$ cat src/rtl/cam_pkg.sv
// Shared constants and types for the camera downsample path.
// Optional build feature: PIXEL_COUNT_EN adds a per-frame write counter
// to downsample_writer.
package cam_pkg;

    // Default frame geometry and the derived half-resolution output
    localparam int H_IN_DEF = 320;
    localparam int V_IN_DEF = 240;
    localparam int H_OUT    = H_IN_DEF / 2;
    localparam int V_OUT    = V_IN_DEF / 2;

    // Frame-buffer address width (covers H_OUT*V_OUT = 19200 entries)
    localparam int ADDR_W   = 15;

    // Field widths on the pixel stream
    localparam int PIX_W    = 7;
    localparam int HCNT_W   = 11;
    localparam int VCNT_W   = 10;
    localparam int SUM_W    = PIX_W + 1;

    // Saturation ceiling for the optional write counter
    localparam logic [ADDR_W-1:0] CNT_SAT = '1;

    // One qualified sample on the incoming stream
    typedef struct packed {
        logic [PIX_W-1:0]  pix;
        logic [HCNT_W-1:0] hcount;
        logic [VCNT_W-1:0] vcount;
    } pix_req_t;

    // Average of two horizontal pair sums: 9-bit add, drop the low 2 bits
    function automatic logic [PIX_W-1:0] box_avg(input logic [SUM_W-1:0] top,
                                                 input logic [SUM_W-1:0] bot);
        logic [SUM_W:0] s;
        s = {1'b0, top} + {1'b0, bot};
        return s[SUM_W:2];
    endfunction

endpackage

$ cat src/rtl/line_buffer.sv
// Single-port line buffer holding the even-row pair sums of one output row.
// Registered read data: a read issued in cycle t is visible in cycle t+1 and
// is held until the next read.
module line_buffer
    import cam_pkg::*;
#(
    parameter int DEPTH = H_OUT,
    parameter int AW    = (DEPTH > 1) ? $clog2(DEPTH) : 1,
    parameter int DW    = SUM_W
) (
    input  logic          system_clk_in,
    input  logic          en,
    input  logic          we,
    input  logic [AW-1:0] addr,
    input  logic [DW-1:0] wdata,
    output logic [DW-1:0] rdata
);

    logic [DW-1:0] mem [0:DEPTH-1];

    // Write-or-read single port; contents need no reset since every even
    // row rewrites the entries the following odd row reads
    always_ff @(posedge system_clk_in) begin
        if (en) begin
            if (we) mem[addr] <= wdata;
            else    rdata     <= mem[addr];
        end
    end

endmodule

$ cat src/rtl/downsample_writer.sv
// 2x2 box-filter downsampler writing a half-resolution frame buffer.
// Even rows leave horizontal pair sums in a line buffer; odd rows combine
// them with their own pair sums and emit one frame-buffer write per 2x2 block.
// Optional build feature: define PIXEL_COUNT_EN to add frame_pixel_count_out.
module downsample_writer
    import cam_pkg::*;
#(
    parameter int H_IN = H_IN_DEF,
    parameter int V_IN = V_IN_DEF
) (
    input  logic              system_clk_in,
    input  logic              rst_in,
    input  logic              data_valid_in,
    input  logic [PIX_W-1:0]  pixel_in,
    input  logic [HCNT_W-1:0] hcount_in,
    input  logic [VCNT_W-1:0] vcount_in,
    input  logic              frame_done_in,
    output logic              bram_we_out,
    output logic [ADDR_W-1:0] bram_addr_out,
    output logic [PIX_W-1:0]  bram_data_out,
    output logic              frame_complete_out
`ifdef PIXEL_COUNT_EN
    ,
    output logic [ADDR_W-1:0] frame_pixel_count_out
`endif
);

    localparam int H_HALF = H_IN / 2;
    localparam int LB_AW  = (H_HALF > 1) ? $clog2(H_HALF) : 1;
    localparam int STAGES = 1;

    localparam logic [HCNT_W-1:0] H_LIM  = HCNT_W'(H_IN);
    localparam logic [HCNT_W-1:0] H_LAST = HCNT_W'(H_IN - 1);
    localparam logic [VCNT_W-1:0] V_LIM  = VCNT_W'(V_IN);
    localparam logic [ADDR_W-1:0] ROW_STEP = ADDR_W'(H_HALF);

    pix_req_t          req;
    logic              accept;
    logic              col_odd;
    logic              row_odd;
    logic              pair_ok;
    logic              last_pair;
    logic [LB_AW-1:0]  lb_idx;
    logic              lb_we;
    logic              lb_re;
    logic [SUM_W-1:0]  lb_rdata;
    logic [SUM_W-1:0]  pair_sum;
    logic [PIX_W-1:0]  hold_pix;
    logic              hold_valid;
    logic [ADDR_W-1:0] row_base;
    logic [STAGES:0]   vld_pipe;

    assign req = '{pix: pixel_in, hcount: hcount_in, vcount: vcount_in};

    // Out-of-frame samples are ignored; frame_done_in pre-empts a coincident sample
    assign accept  = data_valid_in && !frame_done_in &&
                     (req.hcount < H_LIM) && (req.vcount < V_LIM);
    assign col_odd = req.hcount[0];
    assign row_odd = req.vcount[0];
    assign lb_idx  = req.hcount[LB_AW:1];

    // An odd column only completes a pair if its even partner was captured
    assign pair_ok  = accept && col_odd && hold_valid;
    assign pair_sum = SUM_W'(hold_pix) + SUM_W'(req.pix);

    // Even rows store pair sums; odd rows pre-fetch on the even column so the
    // read data is ready by the odd column (strobes are >= 2 cycles apart)
    assign lb_we = pair_ok && !row_odd;
    assign lb_re = accept && !col_odd && row_odd;

    // Row base steps on the final column of an odd row, completed pair or not
    assign last_pair = accept && col_odd && row_odd && (req.hcount == H_LAST);

    assign vld_pipe[0] = pair_ok && row_odd;
    assign bram_we_out = vld_pipe[STAGES];

    line_buffer #(
        .DEPTH (H_HALF),
        .AW    (LB_AW),
        .DW    (SUM_W)
    ) u_line_buffer (
        .system_clk_in (system_clk_in),
        .en            (lb_we || lb_re),
        .we            (lb_we),
        .addr          (lb_idx),
        .wdata         (pair_sum),
        .rdata         (lb_rdata)
    );

    // Even-column capture; any accepted odd column consumes the held pixel
    always_ff @(posedge system_clk_in) begin
        if (rst_in || frame_done_in) begin
            hold_valid <= 1'b0;
            hold_pix   <= '0;
        end else if (accept) begin
            if (!col_odd) begin
                hold_pix   <= req.pix;
                hold_valid <= 1'b1;
            end else begin
                hold_valid <= 1'b0;
            end
        end
    end

    // Output-row base address, advanced by addition instead of a multiply
    always_ff @(posedge system_clk_in) begin
        if (rst_in || frame_done_in) row_base <= '0;
        else if (last_pair)          row_base <= row_base + ROW_STEP;
    end

    // Write strobe pipeline and held frame-buffer address/data
    always_ff @(posedge system_clk_in) begin
        if (rst_in) begin
            vld_pipe[STAGES:1] <= '0;
            bram_addr_out      <= '0;
            bram_data_out      <= '0;
        end else begin
            vld_pipe[STAGES:1] <= vld_pipe[STAGES-1:0];
            if (vld_pipe[0]) begin
                bram_addr_out <= row_base + ADDR_W'(lb_idx);
                bram_data_out <= box_avg(lb_rdata, pair_sum);
            end
        end
    end

    // One-cycle end-of-frame acknowledge
    always_ff @(posedge system_clk_in) begin
        if (rst_in) frame_complete_out <= 1'b0;
        else        frame_complete_out <= frame_done_in;
    end

`ifdef PIXEL_COUNT_EN
    logic [ADDR_W-1:0] we_cnt;
    logic [ADDR_W-1:0] cnt_next;

    // Running write count including any pulse in the current cycle, saturating
    always_comb begin
        cnt_next = we_cnt;
        if (bram_we_out && (we_cnt != CNT_SAT)) cnt_next = we_cnt + 1'b1;
    end

    // Latch the frame total on frame_done_in and restart the count
    always_ff @(posedge system_clk_in) begin
        if (rst_in) begin
            we_cnt                <= '0;
            frame_pixel_count_out <= '0;
        end else if (frame_done_in) begin
            we_cnt                <= '0;
            frame_pixel_count_out <= cnt_next;
        end else begin
            we_cnt <= cnt_next;
        end
    end
`endif

endmodule

$ cat config.mk
export PLATFORM = sky130hd
export DESIGN_NAME = downsample_writer
export DESIGN_NICKNAME = d
export VERILOG_FILES = /design/src/rtl/cam_pkg.sv /design/src/rtl/line_buffer.sv /design/src/rtl/downsample_writer.sv
export SDC_FILE = /design/constraint.sdc
export NUM_CORES = 1
export LEC_CHECK = 0
export ABC_CLOCK_PERIOD_IN_PS = 20400
export BUFFER_PORTS_ARGS = -buffer_cell sky130_fd_sc_hd__buf_4
export CAP_MARGIN = 20
export CELL_PAD_IN_SITES_DETAIL_PLACEMENT = 1
export CELL_PAD_IN_SITES_GLOBAL_PLACEMENT = 1
export CORE_ASPECT_RATIO = 1.5
export CORE_MARGIN = 1.5
export CORE_UTILIZATION = 38
export CTS_CLUSTER_DIAMETER = 50
export DETAILED_ROUTE_END_ITERATION = 6
export HOLD_SLACK_MARGIN = 0.1
export PLACE_DENSITY = 0.68
export SETUP_SLACK_MARGIN = 0.05
export SKIP_LAST_GASP = 1
export SYNTH_ARGS = -nofsm -noshare
export SYNTH_HDL_FRONTEND = slang
export SYNTH_SLANG_ARGS = --single-unit
$ cat constraint.sdc
create_clock -name system_clk_in -period 20.4 [get_ports system_clk_in]
set_input_delay 3.06 -clock system_clk_in [delete_from_list [all_inputs] [get_ports system_clk_in]]
set_output_delay 3.06 -clock system_clk_in [all_outputs]
set_load 0.01 [all_outputs]
# After elaboration in Yosys (flattened, before gate mapping)
# Memory sizes are Yosys's and may differ from the RTL's. A register that Yosys moved wholly into a read port is not among the register bits.
# Index checks and enable logic that the tools add are counted.
# totals
ram_bits	1280
wordCells	39
memories	1
out_inout_bits	24
register_bits	47
# mem_list
name	depth	word_bits	rd	rd_clocked_by_memory_dff	write_ports	line	source
u_line_buffer.mem	160	8	1	1	1	line_buffer.sv:19	logic [DW-1:0] mem [0:DEPTH-1];
# classes
reduce_logical	18
addsub	4
n_mux	4
order_cmp	2
n_bitwise	2
eq_ne	1
# ops
cell	n
adder 15 x 8 -> 15 bit	1
adder 15 x 8 -> 15 bit (second input constant)	1
equality test 11 x 9 -> 1 bit (second input constant)	1
logical AND 1 bit	11
< comparator 11 x 9 -> 1 bit (second input constant)	1
< comparator 10 x 8 -> 1 bit (second input constant)	1
adder 8 x 8 -> 9 bit	1
adder 7 x 7 -> 8 bit	1
two-way mux 1 bit	4
AND reduction 2 bit	2
zero test 1 bit	3
logical OR 1 bit	2
inverter 1 bit	2

# Depth between registers and ports, before layout
# Gate-level depths: netlist (run 1).
# depth
depth_word	10
depth_mapped	13
depth_no_buf	13

# Modules after synthesis
# A second synthesis (run 1) with hierarchy kept.
# unflattened
hier_cells	2586
hier_area_um2	52167.5
# by_module_without_submodules
module	seq_area_each_um2	instances	cells_each	area_each_um2
line_buffer	38677.1	1	2297	49766.5
downsample_writer	840.8	1	289	2401.1

# Worst setup path after synthesis (run 1)
# OpenSTA, ideal clock, no wires.
# synth_timing
path_type	input -> register
start	in pixel_in[0]
end	reg bram_data_out[6]
n_path_buf	0
arrival_time_ns	9.935
path_stages	13
path_slack_ns	10.335
required_ns	20.270
cell_sequence	ha_1 > fa_1 > a21oi_1 > nor2_1 > nor2_1 > xnor2_1 > ha_1 > a21o_1 > nand2_1 > o21ai_0 > o21ai_0 > nor4b_1 > nor4_1
# synth_via
elab_chain_cells	2
# synth_lines
item	line	source
start: declaration	downsample_writer.sv:14	input logic [PIX_W-1:0] pixel_in,
adder 7 x 7 -> 8 bit	downsample_writer.sv:64	assign pair_sum = SUM_W'(hold_pix) + SUM_W'(req.pix);
via pair_sum[4]	downsample_writer.sv:47	logic [SUM_W-1:0] pair_sum;
adder 8 x 8 -> 9 bit	cam_pkg.sv:35	s = {1'b0, top} + {1'b0, bot};
end signal: assignment	downsample_writer.sv:121	bram_data_out <= box_avg(lb_rdata, pair_sum);
end: declaration	downsample_writer.sv:20	output logic [PIX_W-1:0] bram_data_out,
# The timed path passes the listed nets, and every way through them passes these cells.
# A chain may end at the register's enable or synchronous reset.

# Worst setup path in the final report (run 1)
# layout_timing
start	in hcount_in[1]
end	reg u_line_buffer.rdata[3] (read register of u_line_buffer.mem), data pin
# layout_via
elab_chain_cells	8
word_cells_on_any_way	11
classes_between	order compare: 1; bitwise: 1; reduce/logical: 9
# layout_lines
item	line	source
start: declaration	downsample_writer.sv:15	input logic [HCNT_W-1:0] hcount_in,
< comparator 11 x 9 -> 1 bit	downsample_writer.sv:57	(req.hcount < H_LIM) && (req.vcount < V_LIM);
logical AND 1 bit	downsample_writer.sv:56	assign accept = data_valid_in && !frame_done_in &&
logical AND 1 bit	downsample_writer.sv:57	
logical AND 1 bit (2 in a row)	downsample_writer.sv:63	assign pair_ok = accept && col_odd && hold_valid;
logical AND 1 bit	downsample_writer.sv:68	assign lb_we = pair_ok && !row_odd;
logical OR 1 bit or inverter 1 bit (tied branches)	n/a	
AND reduction 2 bit (no line)	n/a	
end: declaration	line_buffer.sv:16	output logic [DW-1:0] rdata
# Parallel ways exist; a longest one is shown, timed or not.

==> metrics.txt, run 1 <==
outcome finished, final reports clean; clock-pin slew of the registers on the worst-case setup and hold paths 70 ps; fraction of the mapped netlist area in simple logic gates 3.34%; share of the synthesized area in compound gates (AO/OA/AOI/OAI) 3.61%; weighted congestion reported at the end of routability-driven placement 0.833; leading cell types by total area after synthesis edfxtp_1, mux4_2, dfxtp_1, mux2i_1, nor2_1; floorplan die width 305 microns; wirelength, routed 131 mm; count of unresolved DRC violations after routing 0; Std-Cell Rows 165; mux cell area share after synthesis 14.4%; antenna viol nets, final 0; Worst setup startpoint hcount_in[1]; Hold Vio Cnt, Final 0; Die Y-Extent 455 microns; number of library cell types mapped by synthesis 61; count of H-tree levels built during CTS 3; flop and latch count out of synthesis 1330; number of maximum-capacitance constraint violations 0; number of enable flip-flop cells after synthesis 1288; final setup TNS 0 ps; worst IR drop on VDD 0.0548 mV; average wire length per cell after detail routing 29.2 microns; input/output buffers 52; initial antenna violation count 1; max-slew violation count 0; global-route congestion overflow total 0; share of synthesized cell area in full adder, half adder and majority cells 0.536%; prevailing post-synth register cell edfxtp_1; Lkg Pwr 0.0175 uW; clock root buffer clkbuf_16; Hold Crit Start bram_addr_out[3]; router iterations before antenna repair 5; area of the multi-input gates 0.0116 sq mm; share of post-route cells with drive strength above 1 21.5%; tightest slew margin relative to the limit 21.1%; Setup Crit Path Kind in2reg; Yosys top cell by area edfxtp_1; final setup violation count 0; post-synthesis cell area 0.0518 sq mm; CTS tree built; hold bufs inserted after CTS 0; half-perimeter wire length after detailed placement 80.2 mm; pwr/cell area 94.1 mW/mm^2; startpoint of the lowest-slack register-to-register path hold_pix[0]; Design Power 5460 uW; final worst clock skew 24.3 ps; initial detailed-routing violation count 2231; final worst path period share 37.2%; Resized Gates After CTS 0; cells after synthesis 2556; data arrival time of the worst path 8040 ps; max frequency 132 MHz; I/O pin count 56; via count of the first global-routing pass 27100; starting density of the core 38.4%; parity-gate share of the synthesized area counting xor and xnor cells 0.355%; minimum period implied by the final worst setup slack 7580 ps; GRT Resource Usage Total 18.9%; clock latency reported for the late side of the worst-skew pair 740 ps; CP max FO 80; full die area 0.139 sq mm; sort of element at the start of the critical path input pin; largest net degree at the start of global routing 142; endpoint class of the critical path flop; Worst Path Required 20860 ps; number of vias after detailed routing 25400; share of the synthesized area in the top cell type 74.6%; Yosys Warn Count 0; cell with the most instances after synthesis edfxtp_1; Commonest cells post-synth edfxtp_1, mux4_2, nor2_1, a22oi_1, mux2i_1; post-CTS setup repair buffer count 0; dominant combinational cell family by area after synthesis multiplexers; layout-stage area growth over the synthesis result 12.0%; Via density 5.68; clock buffer count from CTS 113; Mapped Nets 2609; total core area 0.135 sq mm; Clock Path Buffers 3; global-route wire length before repair 191 mm; sequential-to-total area share from yosys stat 76.3%; Async SR Flop Fraction 0%; number of nets in the finished design 2681; per-instance average area after synthesis 20.3 sq um; class of the most critical hold timing path reg2reg; transition time at the pin with the least slew margin 1180 ps; combined flip-flop and latch cell area 0.0395 sq mm; unrepaired setup endpoints after global routing no; number of sinks handled by clock tree synthesis 1330; layout filler cell count 12600
[final cells by class]
class,count,area share (%)
well taps,1753,3.78
repair buffers,100,1.47
flip-flops and latches,1330,68.1
diodes,2,0.00862
clock buffers,127,5.07
multi-input cells,1072,20.0
clock inverters,80,1.46
inverters,11,0.0712
[registers in the layout, indices dropped and copies added, names as in the netlist]
name                 flops
hold_pix                 7
bram_addr_out           15
hold_valid               1
row_base                10
frame_complete_out       1
bram_we_out              1
u_line_buffer.mem     1280
u_line_buffer.rdata      8
bram_data_out            7
[logic make-up (layout without fill, tap and decap cells)]
| family | count (synthesis) | in the layout |
|---|---|---|
| muxes | 377 | 377 |
| buffers and inverters | 154 | 318 |
| adders and majority gates | 21 | 21 |
| and+or+nand+nor | 391 | 391 |
| other | 0 | 2 |
| xor gates and xnor gates | 21 | 21 |
| AOI/OAI and AO/OA | 262 | 262 |
| DFF | 1330 | 1330 |
[final timing paths]
kind | end | slack [ps] | cells past startpoint
setup / recovery | u_line_buffer.rdata[3] | 12820 | 10
hold / removal | bram_addr_out[3] | 460 | 2
setup reg to reg | bram_data_out[6] | 16410 | 9
hold reg to reg | bram_addr_out[3] | 460 | 2
[power breakdown]
| group | leakage [uW] | internal (uW) | switching, uW |
|---|---|---|---|
| Sequential | 0.0116 | 2990 | 0.0452 |
| Combinational | 0.00406 | 83.0 | 162 |
| Clock | 0.00184 | 1240 | 985 |
[critical path, stage by stage]
cell	delay, ps
buf_8	620
buf_4	770
buf_4	770
buf_4	580
buf_12	310
mux4_1	600
mux4_2	470
nor2b_1	160
o31ai_1	380
o2111ai_1	180
[routing by layer]
| metal | share of wire (%) | wire length, microns | GRT usage (%) |
|---|---|---|---|
| met3 | 5.4 | 7020 | 2.77 |
| met1 | 37 | 48400 | 22.3 |
| met4 | 4.0 | 5190 | 8.29 |
| met5 | 0 | 0 | 0 |
| met2 | 54 | 70200 | 34.3 |
[through the flow]
step | hold WS [ps] | cell area, sq um | setup slack (ps) | std cells | utilization, %
after floorplan | 465 | 51800 | 10330 | 2556 | -
after global placement | 446 | 54100 | 11730 | 4262 | 40.1
after detailed placement | 452 | 54100 | 11740 | 4262 | 40.1
after CTS | 461 | 57900 | 12510 | 4469 | 42.9
after global routing | 482 | 58000 | 12330 | 4474 | 43.0
final | 461 | 58000 | 12820 | 4475 | 43.0
[cell usage in the layout, fill, tap and decap left out, types with 22 or more instances in the layout]
| cell type | Yosys | final |
|---|---|---|
| edfxtp_1 | 1288 | 1288 |
| mux4_2 | 289 | 289 |
| nor2_1 | 203 | 202 |
| clkbuf_16 | 0 | 116 |
| a22oi_1 | 100 | 100 |
| buf_4 | 20 | 93 |
| mux2i_1 | 83 | 83 |
| nand2_1 | 73 | 73 |
| a21oi_1 | 50 | 50 |
| dfxtp_1 | 42 | 42 |
| nand3_1 | 38 | 37 |
| a221oi_1 | 26 | 26 |
| clkinv_1 | 0 | 25 |
| a22o_1 | 22 | 22 |
| clkinv_2 | 0 | 22 |
No activity file was read; power rests on OpenSTA's default activity.
==> run 2: changes to the inputs <==
ABC_AREA = 1   (was not set)
ABC_CLOCK_PERIOD_IN_PS = 7100   (was 20400)
PLACE_DENSITY = 0.72   (was 0.68)
clock period = 7.1 ns   (was 20.4 ns; I/O delays follow)
==> run 2 against run 1 <==
  * Synthesized area rose by 5.2%
  * Global-route usage rose by 3.6 points
  * Register-to-register slack got worse by 13000 ps
  * Critical path depth did not move
  * Design area rose by 5.1%
  * Sequential share of layout area fell by 3.3 points
  * Core utilization fell by 0.24 points
  * First-iteration DRC count rose by 20%
  * Non-clock buffer count rose by 30
  * Sequential power rose to 2.9 times the previous value
  * Wire length rose by 27%
  * Hold slack improved by 15 ps
  * Critical path type unchanged
  * Largest power group unchanged
  * Highest routed layer unchanged
==> metrics.txt, run 2 <==
number of maximum-capacitance constraint violations 0 (unchanged); post-synthesis cell area 0.0545 sq mm (+5.2%); post-route standard cell area excluding fillers 0.0610 sq mm (+5.1%); Std-Cell Rows 170 (+3.0%); GRT Resource Usage Total 22.5% (+3.6 points); final setup violation count 0 (unchanged); weighted congestion reported at the end of routability-driven placement 0.832 (-0.16%); share of post-route cells with drive strength above 1 7.32% (-14 points); leading cell type in the layout, fill and taps excluded nand2_1; prevailing post-synth register cell edfxtp_1; total placed cells including tap cells 6716 (+58%); number of nets in the finished design 4997 (+86%); average wire length per cell after detail routing 23.9 microns (-18%); global-route congestion overflow total 0 (unchanged); starting density of the core 38.2% (-0.18 points); Lkg Pwr 0.0227 uW (+30%); final setup TNS 0 ps (unchanged); Die Y-Extent 467 microns (+2.6%); unrepaired setup endpoints after global routing no; most repeated library cell on the critical path nor2_1; area of placed instances 0.0571 sq mm (+5.4%); total core area 0.143 sq mm (+5.7%); Critical-path top delay cell nor2_1; global-route wire length before repair 245 mm (+28%); max frequency 236 MHz; Setup Crit Path Kind in2reg; R2R Path End bram_data_out[5]; final worst clock skew 22.2 ps (-2.03 ps); Commonest cells post-synth nand2_1, edfxtp_1, nor2_1, nand3_1, clkbuf_1; wirelength, routed 166 mm (+27%); clock latency reported for the late side of the worst-skew pair 750 ps (about the same); leading cell types by total area after synthesis edfxtp_1, nand2_1, nor2_1, dfxtp_1, a22oi_1; clock buffer count from CTS 118 (+4.4%); class of the most critical hold timing path reg2reg; number of library cell types mapped by synthesis 40 (-34%); per-instance average area after synthesis 11.0 sq um (-46%); transition time at the pin with the least slew margin 1150 ps (-33.1 ps); count of placed standard cells in the final layout, fillers left out 6935 (+55%); R2R depth 15 (+6); router iterations before antenna repair 6 (+1); sequential-to-total area share from yosys stat 72.5% (-3.8 points); layout filler cell count 15300 (+21%); CP max FO 16 (-80%); Hold Vio Cnt, Final 0 (unchanged); clock-pin slew of the registers on the worst-case setup and hold paths 60 ps (about the same); I/O pin count 56 (unchanged); initial detailed-routing violation count 2674 (+20%); Resized Gates After CTS 0 (unchanged); sort of element at the start of the critical path input pin; pwr/cell area 265 mW/mm^2 (+180%); hold bufs inserted after CTS 0 (unchanged); number of enable flip-flop cells after synthesis 1288 (unchanged); initial antenna violation count 2 (+1); largest net degree at the start of global routing 162 (+14%); final worst path period share 59.6%; max-slew violation count 0 (unchanged); highest-count cells in the layout ignoring fill and taps nand2_1, edfxtp_1, nor2_1, nand3_1, clkbuf_16; data arrival time of the worst path 4590 ps (-3450 ps); outcome finished, final reports clean; max FFs per register 1280 (unchanged); full die area 0.146 sq mm (+5.2%); post-CTS setup repair buffer count 0 (unchanged); tightest slew margin relative to the limit 23.3% (+2.1 points); Hold Path End bram_addr_out[8]; endpoint class of the critical path flop; Hold Crit Depth 2 (unchanged); floorplan die width 312 microns (+2.6%); CTS tree built; flop and latch count out of synthesis 1330 (unchanged); register-to-register path setup slack 3520 ps (-12890 ps); half-perimeter wire length after detailed placement 101 mm (+26%); via count of the first global-routing pass 38600 (+42%); number of vias after detailed routing 36700 (+44%); Yosys Warn Count 0 (unchanged); cell with the most instances after synthesis nand2_1; Via density 5.29 (-7.0%); register name with the most flops u_line_buffer.mem; Cell Chain, Critical Path buf_4 > nor2_1 > nand4_1 > nor3_2 > nand2_1 > nor2_2 > nand2_2 > inv_1 > nand3_1 > nor2_1; Clock Path Buffers 3 (unchanged); layout-stage area growth over the synthesis result 11.9% (about the same); largest stage delay on the critical path 1070 ps (+300 ps); startpoint of the lowest-slack register-to-register path hold_pix[0]; input/output buffers 52 (unchanged); Hold Crit Start bram_addr_out[8]; Worst Path Required 7450 ps (-13410 ps); Yosys top cell by area edfxtp_1; largest registers in the final layout u_line_buffer.mem (1280), bram_addr_out (15), row_base (10); count of H-tree levels built during CTS 3 (unchanged); number of sinks handled by clock tree synthesis 1330 (unchanged); Async SR Flop Fraction 0% (unchanged); share of the synthesized area in the top cell type 70.9% (-3.7 points); core occupancy in the finished layout 42.7% (-0.24 points); cells after synthesis 4935 (+93%); count of unresolved DRC violations after routing 0 (unchanged); Mapped Nets 4988 (+91%); worst hold margin 475 ps (+14.7 ps); minimum period implied by the final worst setup slack 4230 ps; antenna viol nets, final 0 (unchanged); clock root buffer clkbuf_16; worst IR drop on VDD 0.256 mV (+370%)
-- run 2: routing by layer --
layer / part of all wire [%] / GRT usage, % / vias up
met5: 0 / 0 / -
met4: 5.1 / 11.2 / 0
met3: 4.7 / 2.53 / 326
met2: 53 / 41.5 / 1016
met1: 38 / 25.7 / 18700
li1: - / - / 16600
-- run 2: cell families (layout without fill, tap and decap cells) --
group	after synthesis	count (layout)	share of synthesized area (%)
other	0	1	0
XOR/XNOR	22	22	0.353
AND/OR/NAND/NOR	3028	3028	21.6
adder cells (fa/ha/maj)	21	21	0.509
flip-flops	1330	1330	72.5
AO/OA/AOI/OAI	245	245	2.78
buffers and inverters	289	396	2.28
-- run 2: worst max path at each step --
stage / from / to / cells past startpoint
after global placement: hcount_in[10] / u_line_buffer.mem[102][6] / 10
after global routing: hcount_in[5] / u_line_buffer.mem[81][7] / 7
after CTS: hcount_in[10] / u_line_buffer.mem[101][6] / 10
after floorplan: pixel_in[0] / bram_data_out[5] / 15
after detailed placement: hcount_in[10] / u_line_buffer.mem[101][7] / 10
final: hcount_in[10] / u_line_buffer.mem[101][6] / 10
-- run 2: final cells by class --
cell class                      count  area, sq um  area share [%]
Inverter                           48          216           0.355
Sequential cell                  1330        39500            64.8
Clock inverter                     71          762            1.25
Multi-Input combinational cell   3316        13900            22.8
Timing Repair Buffer              130         1070            1.76
Clock buffer                      147         3170            5.19
Antenna cell                        1         2.50         0.00410
Tap cell                         1892         2370            3.88
-- run 2: report_power, final --
group | total [uW] | leakage, uW | switching [uW] | internal, uW
Combinational | 955 | 0.00918 | 745 | 209
Clock | 6610 | 0.00190 | 2940 | 3680
Sequential | 8590 | 0.0116 | 0.151 | 8590
-- run 2: metrics by stage --
| stage | power (uW) | setup slack [ps] |
|---|---|---|
| after floorplan | 9300 | 1140 |
| after global placement | 9680 | 2360 |
| after detailed placement | 9700 | 2150 |
| after CTS | 16200 | 2920 |
| after global routing | 16500 | 2840 |
| final | 16200 | 2870 |
-- run 2: critical path, delay by kind of cell --
| kind | cells | cell delay, ps |
|---|---|---|
| and+or+nand+nor | 8 | 3190 |
| buffers and inverters | 2 | 320 |
